<file path="src/rtl/bcd_pkg.sv">
// bcd_pkg -- shared seven-segment constants for the display blocks.
// Patterns are active-low, bit order {g,f,e,d,c,b,a}.
package bcd_pkg;

    localparam logic [6:0] SEG_BLANK = 7'b1111111;
    localparam logic [6:0] SEG_DASH  = 7'b0111111;

    // Entry i holds the pattern for decimal digit i (entry 0 is the LS slice).
    localparam logic [9:0][6:0] SEG_TABLE = {
        7'b0010000,   // 9
        7'b0000000,   // 8
        7'b1111000,   // 7
        7'b0000010,   // 6
        7'b0010010,   // 5
        7'b0011001,   // 4
        7'b0110000,   // 3
        7'b0100100,   // 2
        7'b1111001,   // 1
        7'b1000000    // 0
    };

endpackage

</file>
<file path="src/rtl/bcd_to_seg.sv">
// bcd_to_seg -- combinational digit-to-segment decoder.
//   digit : N-bit BCD value (values above 9 show a dash)
//   blank : force all segments off
//   seg   : active-low {g,f,e,d,c,b,a}
module bcd_to_seg
    import bcd_pkg::*;
#(
    parameter int N = 4
) (
    input  logic [N-1:0] digit,
    input  logic         blank,
    output logic [6:0]   seg
);

    always_comb begin
        seg = SEG_DASH;
        if (blank)
            seg = SEG_BLANK;
        else if (digit <= N'(9))
            seg = SEG_TABLE[digit[3:0]];
    end

endmodule

</file>
<file path="src/rtl/bcd_display_scan.sv">
// bcd_display_scan -- multiplexed BCD seven-segment scanner.
//   clk, rst       : clock, asynchronous active-low reset
//   digits_in      : DIGITS packed BCD nibbles, digit 0 in the LS nibble
//   load           : capture digits_in into the display snapshot
//   blank_lz       : suppress leading zeros (digit 0 always shown)
//   an             : active-low one-cold digit enables (registered)
//   seg            : active-low segments {g,f,e,d,c,b,a} (registered)
//   frame_done     : one-cycle pulse after the scan wraps to digit 0
module bcd_display_scan
    import bcd_pkg::*;
#(
    parameter int N           = 4,
    parameter int DIGITS      = 4,
    parameter int REFRESH_DIV = 100000
) (
    input  logic                  clk,
    input  logic                  rst,
    input  logic [N*DIGITS-1:0]   digits_in,
    input  logic                  load,
    input  logic                  blank_lz,
    output logic [DIGITS-1:0]     an,
    output logic [6:0]            seg,
    output logic                  frame_done
);

    localparam int CW = $clog2(REFRESH_DIV);
    localparam int IW = $clog2(DIGITS);

    logic [DIGITS-1:0][N-1:0] snap;
    logic [CW-1:0]            cnt;
    logic [IW-1:0]            idx;
    logic                     tc;
    logic                     wrap;
    logic                     upper_nz;
    logic                     blank;
    logic [DIGITS-1:0]        an_next;
    logic [6:0]               seg_next;

    assign tc   = (cnt == CW'(REFRESH_DIV - 1));
    assign wrap = tc && (idx == IW'(DIGITS - 1));

    // A digit is a leading zero when it and every digit above it are zero.
    // Invalid (>9) digits are non-zero, so they stop the blanking run.
    always_comb begin
        upper_nz = 1'b0;
        for (int k = 0; k < DIGITS; k++)
            if (k >= int'(idx) && snap[k] != '0)
                upper_nz = 1'b1;
        blank = blank_lz && (idx != '0) && !upper_nz;
    end

    always_comb begin
        an_next      = '1;
        an_next[idx] = 1'b0;
    end

    bcd_to_seg #(.N(N)) u_dec (
        .digit (snap[idx]),
        .blank (blank),
        .seg   (seg_next)
    );

    // Outputs are registered from the pre-edge index/snapshot, so a load
    // coinciding with the terminal count is first seen together with the new
    // index one cycle later -- never the new index with the old snapshot.
    always_ff @(posedge clk or negedge rst) begin
        if (!rst) begin
            snap       <= '0;
            cnt        <= '0;
            idx        <= '0;
            an         <= '1;
            seg        <= SEG_BLANK;
            frame_done <= 1'b0;
        end else begin
            if (load)
                snap <= digits_in;
            cnt <= tc ? '0 : cnt + CW'(1);
            if (tc)
                idx <= wrap ? '0 : idx + IW'(1);
            frame_done <= wrap;
            an         <= an_next;
            seg        <= seg_next;
        end
    end

endmodule

</file>
<file path="config.mk">
export PLATFORM = sky130hd
export DESIGN_NAME = bcd_display_scan
export DESIGN_NICKNAME = d
export VERILOG_FILES = /design/src/rtl/bcd_pkg.sv /design/src/rtl/bcd_to_seg.sv /design/src/rtl/bcd_display_scan.sv
export SDC_FILE = /design/constraint.sdc
export NUM_CORES = 1
export LEC_CHECK = 0
export ABC_AREA = 1
export CORE_ASPECT_RATIO = 0.5
export CORE_MARGIN = 8
export CORE_UTILIZATION = 49
export CTS_CLUSTER_SIZE = 12
export DETAILED_ROUTE_END_ITERATION = 8
export HOLD_SLACK_MARGIN = 0.15
export PLACE_DENSITY_LB_ADDON = 0.12
export SETUP_SLACK_MARGIN = 0.4
export SYNTH_ARGS = -nofsm -noshare
export SYNTH_HDL_FRONTEND = slang
export SYNTH_SLANG_ARGS = --single-unit
</file>
<file path="constraint.sdc">
create_clock -name clk -period 2 [get_ports clk]
set_clock_uncertainty 0.2 [all_clocks]
set_input_delay 0.3 -clock clk [delete_from_list [all_inputs] [get_ports clk]]
set_output_delay 0.3 -clock clk [all_outputs]
set_load 0.01 [all_outputs]
</file>
==> impl_metrics.json <==
{
  "grt_pass1_vias": 1914,
  "areaGrowthSynthToFinish_pct": 29.4,
  "hold_viol": 0,
  "power_density_nw_per_um2": 625,
  "grt_start_max_net_pins": 48,
  "cp_slowest_cell": "dfrtp_1",
  "cp_max_fo": 8,
  "nets": 371,
  "dieArea_um2": 7600,
  "syn_nets": 320,
  "crit_arrival_ns": 1.85,
  "synth_seq_cells": 47,
  "grt-busiest-layer": "met2",
  "cp_common_cell": "nand2_1",
  "placed_area_um2": 2870,
  "finalSetupTns_ns": 0,
  "power.leakage_nw": 1.52,
  "finalSetupViolCount": 0,
  "maxCapViolCount": 0,
  "clockBufferDepth": 2,
  "antenna_found_initial": 0,
  "cts_tree": "done",
  "use_met3": 0.0375,
  "vias_per_cell": 4.70,
  "wl_um": 5350,
  "status": "completed",
  "rrSetupSlack_ns": 0.20,
  "cts-htree-levels": 2,
  "met1_usage": 0.184,
  "hpwl_um": 3840,
  "syn-cell-area_um2": 2430,
  "max-slew-margin-rel": 0.809,
  "post_synth.cell_area_avg_um2": 8.37,
  "start_util": 0.501,
  "worst_pin_slew_ns": 0.286,
  "final-max-slew-violation-count": 0,
  "ys_warn_count": 0,
  "use_met2": 0.255,
  "synthDistinctLibCells": 28,
  "drive_gt1_frac": 0.260,
  "startpoint_type": "flop",
  "rsz0062_at_grt": "yes",
  "fmaxAchievable_ghz": 0.556,
  "fp.dieH_um": 65.8,
  "endpoint_kind": "flop",
  "core_um2": 4840,
  "cts_inserted_buffers": 5,
  "ys_top_cells_by_area": "dfrtp_1 37%, dfstp_2 12%, nand2_1 11%, inv_1 5.9%, ha_1 5.2%",
  "drt_drc_violations_left": 0,
  "max_stage_delay_ns": 0.44,
  "grt_overflow": 0,
  "grt_pass1_wl_um": 8950,
  "clockRootBuffer": "clkbuf_8",
  "fp-row-count": 18,
  "track_usage": 0.151,
  "netlist_instances": 290,
  "synth_top_area_cell": "dfrtp_1",
  "antenna_left": 0,
  "drt_iter0_markers": 56,
  "io_pins": 32,
  "fin_area_um2": 3140,
  "clock_latency_ns": 0.31,
  "synth.top_cell.area_share": 0.371,
  "period_needed_ns": 1.80,
  "portBuffers": 31,
  "vias": 1938,
  "gp_congestion": 0.839,
  "critical_path_class": "flop to flop",
  "n_antenna_cell": 0,
  "clkSlewWorstSetupHoldPaths_ns": 0.09,
  "peakVddDrop_mv": 0.346,
  "crit_chain": "inv_4 > o211ai_1 > nand2_1 > inv_2 > ha_4 > or2_4 > nand2_2 > nand2_1 > nand2_1 > inv_2 > nand2_1",
  "holdCritPathClass": "input port to async pin",
  "drtPass1Iterations": 4,
  "fin_crit_sh": 0.900,
  "cp.required_ns": 2.05,
  "cts.sinks": 47,
  "routedWlPerCell_um": 13.0,
  "die_w_um": 116,
  "synth-seq-area-share": 0.490
}
[registers in the layout, indices dropped and copies added (netlist names)]
register,flops
idx,2
cnt,17
snap,16
an,4
frame_done,1
seg,7
[area by class of cell]
| type | instances | area [µm²] |
|---|---|---|
| Multi-Input combinational cell | 193 | 1150 |
| Inverter | 46 | 180 |
| Fill cell | 423 | 1700 |
| Clock buffer | 8 | 100 |
| Tap cell | 70 | 87.6 |
| Timing Repair Buffer | 48 | 434 |
| Sequential cell | 47 | 1190 |
[timing repair]
| action | 4_1_cts | 5_1_grt |
|---|---|---|
| endpoints found under the setup margin | 31 | 29 |
| pin swaps | 2 | 5 |
| resized for setup | 21 | 31 |
| gates cloned | 0 | 0 |
| hold buffers | 1 | 0 |
| hold endpoints to repair | 47 | 0 |
| buffers inserted | 8 | 5 |
[worst max-delay path: cells and delay by family (launching register included)]
family                     cells  cell delay [ns]
AOI/OAI and AO/OA              1             0.09
DFF                            1             0.44
adders and majority gates      1             0.16
buffers and inverters          3             0.26
and+or+nand+nor                6             0.57
[where the power goes]
part           total (mW)  internal [mW]  leakage (nW)  switching [mW]
Clock               0.640          0.316        0.0515           0.324
Sequential           1.05           1.02         0.570          0.0273
Combinational       0.274          0.127         0.898           0.147
Total                1.96           1.46          1.52           0.498
[layout by cell type, fill, tap and decap left out, drive strengths merged, types with 2 or more instances in the layout]
| master | n |
|---|---|
| a21oi | 2 |
| buf | 17 |
| clkbuf | 12 |
| clkdlybuf4s15 | 7 |
| clkdlybuf4s50 | 18 |
| dfrtp | 36 |
| dfstp | 11 |
| ha | 10 |
| inv | 46 |
| mux2 | 6 |
| nand2 | 81 |
| nand3 | 25 |
| nand4 | 3 |
| nor2 | 36 |
| nor3 | 2 |
| o211ai | 4 |
| o21ai | 14 |
| o21bai | 2 |
| xor2 | 7 |
[worst paths after layout]
kind                          from      end  depth (start not counted)
setup / recovery            idx[1]   seg[2]                         11
hold / removal                 rst  cnt[12]                          3
setup reg to reg            idx[1]   seg[2]                         11
hold reg to reg            snap[1]  snap[1]                          1
max in group asynchronous      rst   seg[1]                          3
min in group clk           snap[1]  snap[1]                          1
[layer usage]
metal | up-vias | share of wire
met2 | 32 | 0.49
met5 | - | 0
li1 | 1000 | -
met1 | 899 | 0.47
met3 | 7 | 0.032
met4 | 0 | 0.014
[cell families after synthesis]
group / synth area share
and+or+nand+nor: 0.273
AOI/OAI and AO/OA: 0.0516
adders and majority gates: 0.0516
DFF: 0.490
xor gates and xnor gates: 0.0253
buffers and inverters: 0.0805
muxes: 0.0278
[through the flow]
stage	cells	setup slack, ns	utilization	hold WS [ns]	power [mW]
2_1_floorplan	290	0.195	-	-0.196	1.21
3_3_place_gp	390	0.192	0.592	0.0951	1.35
3_5_place_dp	390	0.115	0.592	0.101	1.35
4_1_cts	407	0.205	0.627	0.310	1.99
5_1_grt	412	0.0804	0.649	0.332	2.06
6_report	412	0.201	0.649	0.304	1.96
[cell usage after synthesis]
cell and count:
inv_1 38, inv_2 7, xor2_1 7, nand2_4 1, dfstp_2 11, buf_4 1
nor2_1 33, o211ai_1 4, buf_2 1, nor2_4 2, nor2_2 1, o21ai_0 11
nand4_1 3, buf_1 1, nand3_2 4, a21oi_1 2, clkbuf_1 1, nand2_1 73
dfrtp_1 36, nand2_2 7, o21ai_1 3, mux2_2 6, nor3_1 2, ha_1 10
nand3_1 21, or2_2 1, o21bai_1 2, inv_4 1
(Power assumes the default switching activity.)
==> patch 1 (same settings) <==
Set the parameter `REFRESH_DIV` to 200000 (it was 100000).
--- a/src/rtl/bcd_display_scan.sv
+++ b/src/rtl/bcd_display_scan.sv
@@ -13,3 +13,3 @@
     parameter int DIGITS      = 4,
-    parameter int REFRESH_DIV = 100000
+    parameter int REFRESH_DIV = 200000
 ) (
Function: same outputs for any inputs over 10 cycles, from zero or initial values and one cycle with rst low; that may be too few to reach the edited logic, so the function may still have changed.
==> patch 1 against the original RTL <==
Worst setup slack lost 0.12 ns. Final cell count rose by 1.9%. Total power fell by 2.5%. Area after synthesis grew 1.8%. Cell area up 1.9%. Largest cell class unchanged. Wire length rose by 0.39%. Critical path type unchanged. Sequential cell count rose by 1.
==> patch 1: results (changes against the original RTL) <==
stage,metric,value,unit,change
placed_design,pre-CTS WS,0.120,ns,+0.00430 ns
grt,first-pass GRT wire length,8.74,mm,-2.4%
clock_tree,clock root buffer,clkbuf_8,,
placed_design,Final GP Congestion,0.846,,+0.81%
pwr,Sw Ratio,25.7,%,+0.35 points
yosys,Synth Net Count,325,,+1.6%
yosys,Yosys Warn Count,0,,unchanged
detailed_routing,met3 WL,224,µm,+29%
pwr,maximum VDD drop,0.342,mV,-1.2%
placed_design,placed insts,394,,+1.0%
yosys,"Seq/Total Area, Yosys",49.2,%,+0.17 points
detailed_routing,metal2 WL,2.66,mm,+2.6%
placed_design,cell area after placement,2880,µm²,+0.66%
grt,met2 usage in global routing,24.5,%,-1.0 points
sta,final hold slack,0.303,ns,-0.00159 ns
grt,Total GRT Usage,14.4,%,-0.70 points
placed_design,post-DP HPWL,3.73,mm,-2.8%
yosys,async set-reset flop share out of synthesis,100,%,unchanged
detailed_routing,via/cell ratio,4.79,,+1.7%
run_status,outcome,completed,,
grt,M1 GR Usage,16.8,%,-1.6 points
clock_tree,H-tree depth,2,,unchanged
worst_setup_path,Critical Path Start,idx[0],,
final_layout,nets@finish,379,,+2.2%
worst_setup_path,reg2reg path depth,12,,+1
clock_tree,CTS buffer count,5,,unchanged
worst_setup_path,r2r setup slk,0.08,ns,-0.12 ns
sta,Max Clk Rate,0.522,GHz,-6.1%
detailed_routing,drt pass-1 iters,4,,unchanged
grt,largest net degree at the start of global routing,29,,-40%
final_layout,fraction of layout cells with a size suffix above 1,23.7,%,-2.3 points
worst_setup_path,CP arrival,1.97,ns,+0.12 ns
worst_setup_path,FF-to-FF End,seg[0],,
worst_setup_path,Worst Path Max Fanout,6,,-2
clock_tree,clock-pin slew on the worst setup and hold paths,0.08,ns,
grt,vias in the first global route,1947,,+1.7%
yosys,Synth area leaders,"dfrtp_1 38%, nand2_1 13%, dfstp_2 12%",,
yosys,Cells after Synth,295,,+1.7%
final_layout,# fillers,410,,-3.1%
detailed_routing,Iteration-0 DRC Markers,99,,+77%
final_layout,antenna cell count,0,,unchanged
yosys,distinct cell type count after synthesis,26,,-7.1%
worst_setup_path,"Largest stage delay, worst path",0.44,ns,about the same
worst_setup_path,CP max-delay cell,dfrtp_2,,
grt,initial antenna violation count,0,,unchanged
placed_design,IO Port Bufs,31,,unchanged
detailed_routing,final wirelength,5.37,mm,+0.39%
yosys,synth cell count leaders,"87 x nand2_1, 43 x inv_1, 37 x dfrtp_1",,
grt,met3 usage in global routing,4.19,%,+0.44 points
detailed_routing,metal1 wirelength,2.43,mm,-3.1%
final_layout,biggest regs,"cnt x18, snap x16, seg x7",,
detailed_routing,WL/cell,12.8,µm,-1.5%
sta,Worst slew margin,66.3,%,-15 points
pwr,Static Leakage,1.55,nW,+2.0%
patch 1: cell types whose count changed after synthesis, sizes merged:
cell,change
buf,+1
clkbuf,+1
dfrtp,+1
nand2,+8
nand4,+3
nor2,-8
o21ai,-2
xnor2,+2
xor2,-1
patch 1: cell type report:
class	instances	area [µm²]	area share, %
flip-flops and latches	48	1220	38.0
multi-input cells	196	1140	35.6
repair buffers	52	499	15.6
inverters	46	175	5.48
well taps	70	87.6	2.74
clock buffers	7	76.3	2.39
clock inverters	1	5.00	0.156
patch 1: repair_timing:
action / in CTS / in global routing
setup endpoints to repair: 32 / 33
setup buffers: 8 / 8
cloned: 1 / 0
hold endpoints to repair: 37 / 0
pin swaps: 7 / 21
resized for setup: 21 / 31
hold buffers: 1 / 0
patch 1: worst register-to-register path: stages (launching register included):
cell	delay [ns]
dfrtp_2	0.44
buf_12	0.14
nand2_2	0.06
o211ai_1	0.09
nand2_1	0.14
inv_2	0.09
ha_4	0.16
or2_4	0.24
nand2_1	0.05
nand2_1	0.05
nand2_1	0.06
inv_2	0.07
nand2_2	0.07
patch 1: logic make-up (layout without fill, tap and decap cells):
family	Yosys count	after routing	synth area share, %
compound gates	20	20	4.81
xor+xnor	8	8	2.84
fa+ha+maj	10	10	5.07
buf+inv	52	106	8.67
flops	48	48	49.2
mux	6	6	2.74
simple gates	151	152	26.7
patch 1: power groups by stage:
stage                     clock network [W]  registers, W  logic (W)
after floorplan                           0       0.00109   0.000124
after global placement                    0       0.00108   0.000269
after detailed placement                  0       0.00108   0.000276
after CTS                          0.000580       0.00107   0.000261
after global routing               0.000629       0.00107   0.000315
final                              0.000565       0.00107   0.000283
==> patch 2 (same flow settings) <==
Made on the original files. Reset style: synchronous (`rst`), changed in one clocked block. Comments in the files are not updated.
--- a/src/rtl/bcd_display_scan.sv
+++ b/src/rtl/bcd_display_scan.sv
@@ -65,3 +65,3 @@
     // index one cycle later -- never the new index with the old snapshot.
-    always_ff @(posedge clk or negedge rst) begin
+    always_ff @(posedge clk) begin
         if (!rst) begin
Function: differs if rst is asserted again (counterexample within 4 cycles, from zero or initial values and one cycle with rst low); with rst held inactive, the same outputs for 10 cycles.
==> patch 2 against the original RTL <==
Total power is essentially flat. Wire length shrank 0.58%. Clock power grew 12%. Global-route usage shrank 0.43 points. Sequential cell count is the same. Worst setup slack gained 0.088 ns. Area after synthesis shrank 8.5%. Synthesized cell count grew 7.2%. Cell area shrank 6.8%. Largest cell class is now multi-input gates. Highest routed layer unchanged.
==> patch 2: results (changes against the original RTL) <==
stage,metric,value,unit,change
run_status,outcome,completed,,
final_layout,# fillers,393,,-7.1%
pwr,Pint,0.00150,W,+2.3%
sta,Worst slew margin,65.9,%,-15 points
detailed_routing,final wirelength,5.32,mm,-0.58%
detailed_routing,Iteration-0 DRC Markers,65,,+16%
yosys,Synth area leaders,"dfxtp_1 42%, nand2_1 13%, nor2_1 12%",,
worst_setup_path,CP arrival,1.70,ns,-0.15 ns
final_layout,fraction of layout cells with a size suffix above 1,17.8,%,-8.2 points
pwr,maximum VDD drop,0.287,mV,-17%
final_layout,final instance count without filler cells,417,,+1.2%
grt,Total GRT Usage,14.7,%,-0.43 points
final_layout,nets@finish,389,,+4.9%
yosys,async set-reset flop share out of synthesis,0,%,-100 points
grt,vias in the first global route,2006,,+4.8%
yosys,distinct cell type count after synthesis,27,,-3.6%
yosys,"Seq/Total Area, Yosys",42.4,%,-6.7 points
grt,largest net degree at the start of global routing,22,,-54%
min_path,Hold WC Path Type,register to register,,
yosys,Synth Net Count,341,,+6.6%
grt,first-pass GRT wire length,8.78,mm,-1.9%
detailed_routing,via/cell ratio,4.98,,+5.8%
yosys,synth cell count leaders,"76 x nand2_1, 70 x nor2_1, 47 x dfxtp_1",,
pwr,Static Leakage,1.19,nW,-21%
worst_setup_path,Worst Path Max Fanout,7,,-1
placed_design,Final GP Congestion,0.866,,+3.3%
yosys,Syn Area/Cell,7.14,µm²,-15%
patch 2: layer usage:
layer | share of wire, % | GRT usage (%) | vias to the layer above
met5 | 0 | 0 | -
met1 | 44 | 15.9 | 972
li1 | - | - | 1072
met2 | 51 | 27.2 | 26
met4 | 0.55 | 4.45 | 0
met3 | 4.2 | 4.15 | 5
patch 2: layout make-up:
type,instances,area share [%]
clock inverters,2,1.20
well taps,57,2.44
clock buffers,6,2.82
multi-input cells,237,43.6
inverters,21,3.03
repair buffers,47,14.4
flip-flops and latches,47,32.4
patch 2: cells by family after synthesis:
| group | count (synthesis) | synth area share, % |
|---|---|---|
| compound gates | 28 | 6.48 |
| xor+xnor | 6 | 2.37 |
| fa+ha+maj | 10 | 5.63 |
| buf+inv | 27 | 5.35 |
| flops | 47 | 42.4 |
| simple gates | 193 | 37.8 |
patch 2: metrics by stage:
stage | setup WS (ns) | area, µm²
floorplan | 0.336 | 2250
global placement | 0.259 | 2610
detailed placement | 0.200 | 2610
CTS | 0.303 | 2860
global route | 0.221 | 2930
finish | 0.289 | 2930
patch 2: power groups by stage:
stage	Combinational (W)	Sequential [W]	Clock, W
global route	0.000265	0.00101	0.000783
finish	0.000239	0.00100	0.000720
CTS	0.000221	0.00100	0.000739
floorplan	0.000112	0.00103	0
detailed placement	0.000216	0.00102	0
global placement	0.000210	0.00103	0
patch 2: path summary, 6_finish.rpt:
path / slack, ns / start / to
max: 0.29 / idx[0] / seg[6]
min: 0.23 / cnt[0] / cnt[0]
max reg2reg: 0.29 / idx[0] / seg[6]
min reg2reg: 0.23 / cnt[0] / cnt[0]
patch 2: critical path, cell delays in order, from the launching register on:
cell,delay (ns)
dfxtp_4,0.41
inv_6,0.06
nand2_2,0.06
nand3_2,0.09
nand2_4,0.13
inv_4,0.05
buf_4,0.12
ha_1,0.19
inv_1,0.05
nand2_1,0.08
nand3_1,0.11
nand2_1,0.07
patch 2: what timing repair did:
action | 4_1_cts | 5_1_grt
endpoints found under the hold margin | 0 | 0
pin swaps | 11 | 11
buffers inserted | 10 | 4
resized for setup | 32 | 10
endpoints found under the setup margin | 35 | 26
